File: src/rtl/cw305_pmul_pkg.sv
// Shared definitions for the CW305 point-multiply sequencer and its core:
// default widths and the sequencer state encoding.
package cw305_pmul_pkg;

    localparam int unsigned PK_BITS_DEF = 256;
    localparam int unsigned PWORDS_DEF  = 8;
    localparam int unsigned WORD_BITS   = 32;
    localparam int unsigned ADDR_BITS   = 3;

    typedef enum logic [2:0] {
        ST_IDLE   = 3'd0,
        ST_LOAD   = 3'd1,
        ST_SCALAR = 3'd2,
        ST_WAIT   = 3'd3,
        ST_STORE  = 3'd4,
        ST_DONE   = 3'd5
    } pmul_state_t;

endpackage

File: src/rtl/cw305_pmul_seq.sv
// Sequencer between the CW305 register block and the point-multiply core:
// loads the base point, streams the scalar MSB first, then stores the result.
module cw305_pmul_seq
    import cw305_pmul_pkg::*;
#(
    parameter int unsigned pK_BITS = PK_BITS_DEF,
    parameter int unsigned pWORDS  = PWORDS_DEF
) (
    input  logic                   crypto_clk,
    input  logic                   reset_n,

    input  logic                   I_start,
    output logic                   O_ready,
    output logic                   O_busy,
    output logic                   O_done,

    output logic [ADDR_BITS-1:0]   k_addr,
    input  logic [WORD_BITS-1:0]   I_k_word,
    output logic [ADDR_BITS-1:0]   gx_addr,
    output logic [ADDR_BITS-1:0]   gy_addr,
    input  logic [WORD_BITS-1:0]   I_gx_word,
    input  logic [WORD_BITS-1:0]   I_gy_word,

    output logic [ADDR_BITS-1:0]   rx_addr,
    output logic [ADDR_BITS-1:0]   ry_addr,
    output logic                   rx_wren,
    output logic                   ry_wren,
    output logic [WORD_BITS-1:0]   O_rx_word,
    output logic [WORD_BITS-1:0]   O_ry_word,

    output logic                   op_valid,
    output logic [ADDR_BITS-1:0]   op_idx,
    output logic [WORD_BITS-1:0]   op_x_word,
    output logic [WORD_BITS-1:0]   op_y_word,
    output logic                   bit_valid,
    input  logic                   bit_ready,
    output logic                   bit_val,
    output logic                   bit_last,

    output logic                   core_start,
    input  logic                   res_valid,
    output logic [ADDR_BITS-1:0]   res_idx,
    input  logic [WORD_BITS-1:0]   res_x_word,
    input  logic [WORD_BITS-1:0]   res_y_word
);

    localparam int unsigned IDX_W = $clog2(pWORDS + 1);
    localparam int unsigned CNT_W = $clog2(pK_BITS);

    localparam logic [IDX_W-1:0] IDX_LAST = IDX_W'(pWORDS);
    localparam logic [CNT_W-1:0] CNT_LAST = CNT_W'(pK_BITS - 1);

    pmul_state_t      state, state_nx;
    logic [IDX_W-1:0] idx, idx_nx;
    logic [CNT_W-1:0] cnt, cnt_nx;
    logic             core_start_q;

    logic [IDX_W-1:0] idx_prev;
    logic [CNT_W-1:0] bit_pos;
    logic             idx_in_range;
    logic             idx_is_last;

    // idx runs 0..pWORDS in both LOAD and STORE: addresses go out while
    // idx < pWORDS, and the one-cycle-late data is consumed for idx-1.
    assign idx_prev     = idx - IDX_W'(1);
    assign idx_in_range = (idx < IDX_LAST);
    assign idx_is_last  = (idx == IDX_LAST);
    assign bit_pos      = CNT_LAST - cnt;

    assign O_busy     = (state != ST_IDLE);
    assign O_ready    = ~O_busy;
    assign core_start = core_start_q;

    always_ff @(posedge crypto_clk or negedge reset_n) begin
        if (!reset_n) begin
            state        <= ST_IDLE;
            idx          <= '0;
            cnt          <= '0;
            core_start_q <= 1'b0;
        end else begin
            state        <= state_nx;
            idx          <= idx_nx;
            cnt          <= cnt_nx;
            core_start_q <= (state == ST_IDLE) && I_start;
        end
    end

    always_comb begin
        state_nx  = state;
        idx_nx    = idx;
        cnt_nx    = cnt;

        O_done    = 1'b0;
        k_addr    = '0;
        gx_addr   = '0;
        gy_addr   = '0;
        rx_addr   = '0;
        ry_addr   = '0;
        rx_wren   = 1'b0;
        ry_wren   = 1'b0;
        O_rx_word = '0;
        O_ry_word = '0;
        op_valid  = 1'b0;
        op_idx    = '0;
        op_x_word = '0;
        op_y_word = '0;
        bit_valid = 1'b0;
        bit_val   = 1'b0;
        bit_last  = 1'b0;
        res_idx   = '0;

        case (state)
            ST_IDLE: begin
                if (I_start) begin
                    state_nx = ST_LOAD;
                end
            end

            ST_LOAD: begin
                if (idx_in_range) begin
                    gx_addr = ADDR_BITS'(idx);
                    gy_addr = ADDR_BITS'(idx);
                end
                if (idx != '0) begin
                    op_valid  = 1'b1;
                    op_idx    = ADDR_BITS'(idx_prev);
                    op_x_word = I_gx_word;
                    op_y_word = I_gy_word;
                end
                if (idx_is_last) begin
                    idx_nx   = '0;
                    state_nx = ST_SCALAR;
                end else begin
                    idx_nx = idx + IDX_W'(1);
                end
            end

            ST_SCALAR: begin
                bit_valid = 1'b1;
                k_addr    = ADDR_BITS'(bit_pos >> 5);
                bit_val   = I_k_word[bit_pos[4:0]];
                bit_last  = (cnt == CNT_LAST);
                if (bit_ready) begin
                    if (cnt == CNT_LAST) begin
                        cnt_nx   = '0;
                        state_nx = ST_WAIT;
                    end else begin
                        cnt_nx = cnt + CNT_W'(1);
                    end
                end
            end

            ST_WAIT: begin
                if (res_valid) begin
                    state_nx = ST_STORE;
                end
            end

            ST_STORE: begin
                if (idx_in_range) begin
                    res_idx = ADDR_BITS'(idx);
                end
                if (idx != '0) begin
                    rx_wren   = 1'b1;
                    ry_wren   = 1'b1;
                    rx_addr   = ADDR_BITS'(idx_prev);
                    ry_addr   = ADDR_BITS'(idx_prev);
                    O_rx_word = res_x_word;
                    O_ry_word = res_y_word;
                end
                if (idx_is_last) begin
                    idx_nx   = '0;
                    state_nx = ST_DONE;
                end else begin
                    idx_nx = idx + IDX_W'(1);
                end
            end

            ST_DONE: begin
                O_done   = 1'b1;
                state_nx = ST_IDLE;
            end

            default: begin
                state_nx = ST_IDLE;
            end
        endcase
    end

endmodule

File: config.mk
export PLATFORM = sky130hd
export DESIGN_NAME = cw305_pmul_seq
export DESIGN_NICKNAME = d
export VERILOG_FILES = /design/src/rtl/cw305_pmul_pkg.sv /design/src/rtl/cw305_pmul_seq.sv
export SDC_FILE = /design/constraint.sdc
export NUM_CORES = 1
export LEC_CHECK = 0
export CORE_AREA = 10 10 116 118
export DETAILED_ROUTE_END_ITERATION = 10
export DIE_AREA = 0 0 126 128
export HOLD_SLACK_MARGIN = 0.12
export PLACE_DENSITY = 0.7
export SLEW_MARGIN = 20
export SYNTH_ARGS = -nofsm -noshare
export SYNTH_HDL_FRONTEND = slang
export SYNTH_SLANG_ARGS = --single-unit
File: constraint.sdc
create_clock -name crypto_clk -period 2.5 [get_ports crypto_clk]
set_input_delay 0.375 -clock crypto_clk [delete_from_list [all_inputs] [get_ports crypto_clk]]
set_output_delay 0.375 -clock crypto_clk [all_outputs]
set_load 0.01 [all_outputs]
Word level (Yosys, flattened, before mapping). Index checks and enable logic that the tools add are counted.

Eq/ne operators: 13. Bitwise operators: 1. Order comparisons: 2. Add/sub/neg operators: 4. Reduce and logical (&&, ||, !) cells: 7. Mux-type cells: 33.

Operators by type and width (count): $mux W32 (8); $mux W3 (13); $pmux W3 S5 (1); $ne A2 B2 Y1 const B (6); $add A8 B1 Y8 const B (1); $eq A8 B8 Y1 const B (1); $mux W1 (8); $mux W8 (1); $sub A8 B8 Y8 const A (1); $eq A3 B2 Y1 const B (2); $eq A3 B3 Y1 const B (2); $lt A5 B6 Y1 const B (1); $reduce_and A6 Y1 (1); $bmux W1 S5 (1); $add A4 B1 Y4 const B (1); $eq A4 B4 Y1 const B (1); $lt A4 B4 Y1 const B (1); $mux W4 (1); $reduce_bool A4 Y1 (1); $eq A3 B1 Y1 const B (1); $logic_not A3 Y1 (1); $reduce_bool A3 Y1 (1); $sub A3 B1 Y3 const B (1); $reduce_and A2 Y1 (1); other kinds (3) (3).

Flip-flop bits (word level): 16. Bits of input ports: 165. Logic and storage cells: 64. Output and inout bits: 159.

Longest topological paths before layout.
Word-level depth: 4. Gate-level depth with buffers: 7.

Least setup slack after synthesis. OpenSTA, ideal clock, no wires.

Path type: reg2out. Start point: register idx[0]. End point: output port O_rx_word[0]. Arrival time: 1.684 ns. Stages on the path, launching flop included: 8. Slack: 0.441 ns. Required time: 2.125 ns. Cell sequence: dfrtp_1 -> inv_1 -> ha_1 -> nor3b_2 -> nor2_1 -> clkbuf_2 -> clkbuf_1 -> and2_1.

Cells in the longest elaborated chain, start to end: 3.

RTL lines: from (decl) (line cw305_pmul_seq.sv:54) `logic [IDX_W-1:0] idx, idx_nx;`; from (signal assigned) (line cw305_pmul_seq.sv:82) `idx <= idx_nx;`; $reduce_bool A4 Y1 (line cw305_pmul_seq.sv:163) `if (idx != '0) begin`; $mux W32 (line cw305_pmul_seq.sv:163); $mux W32 (line cw305_pmul_seq.sv:112) `case (state)`; to (decl) (line cw305_pmul_seq.sv:28) `output logic [WORD_BITS-1:0] O_rx_word,`.

Every way passes these cells.

Final worst setup path.
Start point: register state[2]. End point: output port k_addr[1].

Cells in the longest elaborated chain, start to end: 2.

RTL lines: from (decl) (line cw305_pmul_seq.sv:53) `pmul_state_t state, state_nx;`; from (signal assigned) (line cw305_pmul_seq.sv:81) `state <= state_nx;`; $eq A3 B2 Y1 (line cw305_pmul_seq.sv:112); $mux W3 (line cw305_pmul_seq.sv:112); to (decl) (line cw305_pmul_seq.sv:17) `output logic [ADDR_BITS-1:0] k_addr,`.

Every way passes these cells.

==> reports/metrics.csv <==
stage,metric,value,unit
layout,share of layout cells above drive strength 1,0.06856,
clock_tree,clock sinks,16,
placed_design,Port Buffer Count,323,
layout,fillers,1106,
detailed_routing,initial DRC count,145,
floorplanning,Die Y,128,um
clock_tree,clock slew at reported path FFs,50,ps
critical_path,critical path class,reg2out,
synthesis,largest cells by area after synthesis,"and2_1 (37%), dfrtp_1 (18%), mux4_2 (8.2%)",
critical_path,CP max FO,10,
synthesis,Mapped Nets,454,
synthesis,sequential area share after synthesis,0.1820,
sta,Slew Limit Fails,0,
detailed_routing,drc violations,0,
detailed_routing,drt pass-1 iters,4,
grt,first-pass GRT wire length,22290,um
grt,GRT Resource Usage Total,0.1789,
sta,clock skew,1.647,ps
detailed_routing,drt via density,4.256,
layout,area delta synth->final,153.1,%
detailed_routing,routed wire length,15850,um
grt,initial antenna violation count,0,
synthesis,Yosys top cell area share,0.3669,
min_path,min-delay worst type,reg2reg,
critical_path,"Data arrival, critical path",2040,ps
synthesis,Synthesis Warnings,0,
critical_path,Startpoint Class,flip-flop,
detailed_routing,detailed-route wire length per cell,21.38,um
clock_tree,Worst-Skew Late Latency,240,ps
placed_design,routability cong.,0.8936,
pwr,Peak supply drop,0.3437,mV
sta,Hold Fails Final Rpt,0,
clock_tree,H-Tree Depth,1,
clock_tree,hold_buf cts,0,
clock_tree,Num CTS Buffers,3,
sta,fin crit period,2418,ps
floorplanning,Core ar.,11220,sq um
synthesis,Synth area leader,and2_1,
floorplanning,die area,16130,sq um
synthesis,Syn Inst Count,285,
sta,Rel. slew slack,0.4864,
layout,antenna cell count,0,
critical_path,worst path required time,2120,ps
sta,Final period util,0.9672,
floorplanning,site row count,39,
synthesis,Post-synth top cells,"and2_1 (129), nor3_1 (17), dfrtp_1 (16)",
status,status,completed,
grt,largest net degree at the start of global routing,67,
synthesis,"count leader, synth",and2_1,
clock_tree,CTS tree,built,
sta,worst slew pin tran,768.0,ps
sta,RSZ-0062 raised after global routing,no,
synthesis,Post-synth top flop,dfrtp_1,
synthesis,Post-synth EDFFs,0,
floorplanning,die width,126,um
layout,nets@finish,768,
sta,final setup vio count,0,
pwr,Static Leakage,2.906,nW
sta,setup_tns,0,ps
clock_tree,setup bufs post-CTS,0,
detailed_routing,"antenna viol nets, final",0,
grt,vias in the first global route,3346,
layout,Layout Cells excl Fill,741,
floorplanning,IO Pins,324,
clock_tree,Max Root-Sink Buffers,2,
synthesis,synth unique cells,38,
floorplanning,Initial Utilization,0.1960,
synthesis,syn avg cell area,7.718,sq um
sta,Max Freq,413.6,MHz
grt,GRT overflow,0,
placed_design,placed cell count,737,
pwr,Cell Pwr Density,610.3,nW/um^2
detailed_routing,Vias,3154,
critical_path,Crit. End Element,output pin,
synthesis,Synth async-reset ratio,1.000,
synthesis,synthesized cell area,2200,sq um
synthesis,Seq cells post-synth,16,
placed_design,post-DP HPWL,14140,um
clock_tree,root buffer cell,clkbuf_16,
job,Max Cap Viol,0,
## registers in the layout, summed over array words and instances, names as in the netlist
| name | flops |
|---|---|
| idx | 4 |
| cnt | 8 |
| core_start | 1 |
| state | 3 |
## where the power goes
part           internal, W  leakage (nW)  switching, W
clock network     0.000243        0.0442      0.000102
logic              0.00138          2.66       0.00117
registers         0.000352         0.200      0.000145
total              0.00198          2.91       0.00142
## cell families after synthesis
logic type      count (synthesis)  share of synthesized area
simple gates                  184                     0.4949
fa+ha+maj                       4                    0.02275
buf+inv                        38                    0.09272
mux                            15                     0.1166
compound gates                 21                    0.06314
flops                          16                     0.1820
xor+xnor                        7                    0.02787
## worst max-delay path, stage by stage, from the launching register on
cell and delay [ps]:
dfrtp_2 460, or3b_1 470, buf_4 200, nor2_1 100, clkdlybuf4s50_1 570
## through the flow
| stage | util | setup WS (ps) | instance area, sq um | hold slack, ps | total power, W |
|---|---|---|---|---|---|
| 3_5_place_dp | 0.4990 | -59.37 | 5600 | 495.8 | 0.003288 |
| 4_1_cts | 0.4935 | 2.600 | 5539 | 507.5 | 0.003438 |
| 2_1_floorplan | - | 440.6 | 2200 | 79.41 | 0.001821 |
| 3_3_place_gp | 0.4990 | -26.95 | 5600 | 490.1 | 0.003254 |
| 6_report | 0.4961 | 82.11 | 5568 | 510.1 | 0.003398 |
| 5_1_grt | 0.4961 | 0.1288 | 5568 | 544.5 | 0.003667 |
## area by class of cell
| type | instances | area (sq um) | area share |
|---|---|---|---|
| Multi-Input combinational cell | 231 | 1622 | 0.2912 |
| Clock buffer | 4 | 88.84 | 0.01596 |
| Inverter | 8 | 30.03 | 0.005393 |
| Sequential cell | 16 | 404.1 | 0.07258 |
| Timing Repair Buffer | 339 | 3244 | 0.5827 |
| Tap cell | 143 | 178.9 | 0.03213 |
## routing by layer
metal | part of all wire | global-route usage | up-vias
li1 | - | - | 1550
met1 | 0.36 | 0.1897 | 1435
met2 | 0.54 | 0.3423 | 163
met3 | 0.086 | 0.05583 | 6
met4 | 0.0087 | 0.02880 | 0
met5 | 0 | 0 | -
## final timing paths
path                       slack [ps]                 end            startpoint  cells after the start
setup / recovery                   80           k_addr[1]  state[2]$_DFFE_PN0P_                      4
hold / removal                    510  cnt[6]$_DFFE_PN0P_    cnt[6]$_DFFE_PN0P_                      1
setup reg to reg                  610  cnt[3]$_DFFE_PN0P_  state[2]$_DFFE_PN0P_                      4
hold reg to reg                   510  cnt[6]$_DFFE_PN0P_    cnt[6]$_DFFE_PN0P_                      1
max in group asynchronous        1390  cnt[1]$_DFFE_PN0P_               reset_n                      1
min in group asynchronous         580  cnt[6]$_DFFE_PN0P_               reset_n                      1
## what timing repair did
| action | in CTS | in global routing |
|---|---|---|
| pin swaps | 1 | 0 |
| endpoints found under the setup margin | 133 | 13 |
| hold endpoints to repair | 0 | 0 |
| gates resized for setup | 131 | 11 |
## cells in the final DEF (no fill, tap or decap), types with 8 or more instances in the layout
cell	n
clkdlybuf4s50_1	188
and2_1	129
dlygate4sd2_1	129
nor3_1	14
dfrtp_1	13
buf_4	13
nand2_1	11
o21ai_0	9
inv_1	8
nor2_1	8
mux4_2	8
Power figures use the tool's default switching activity.
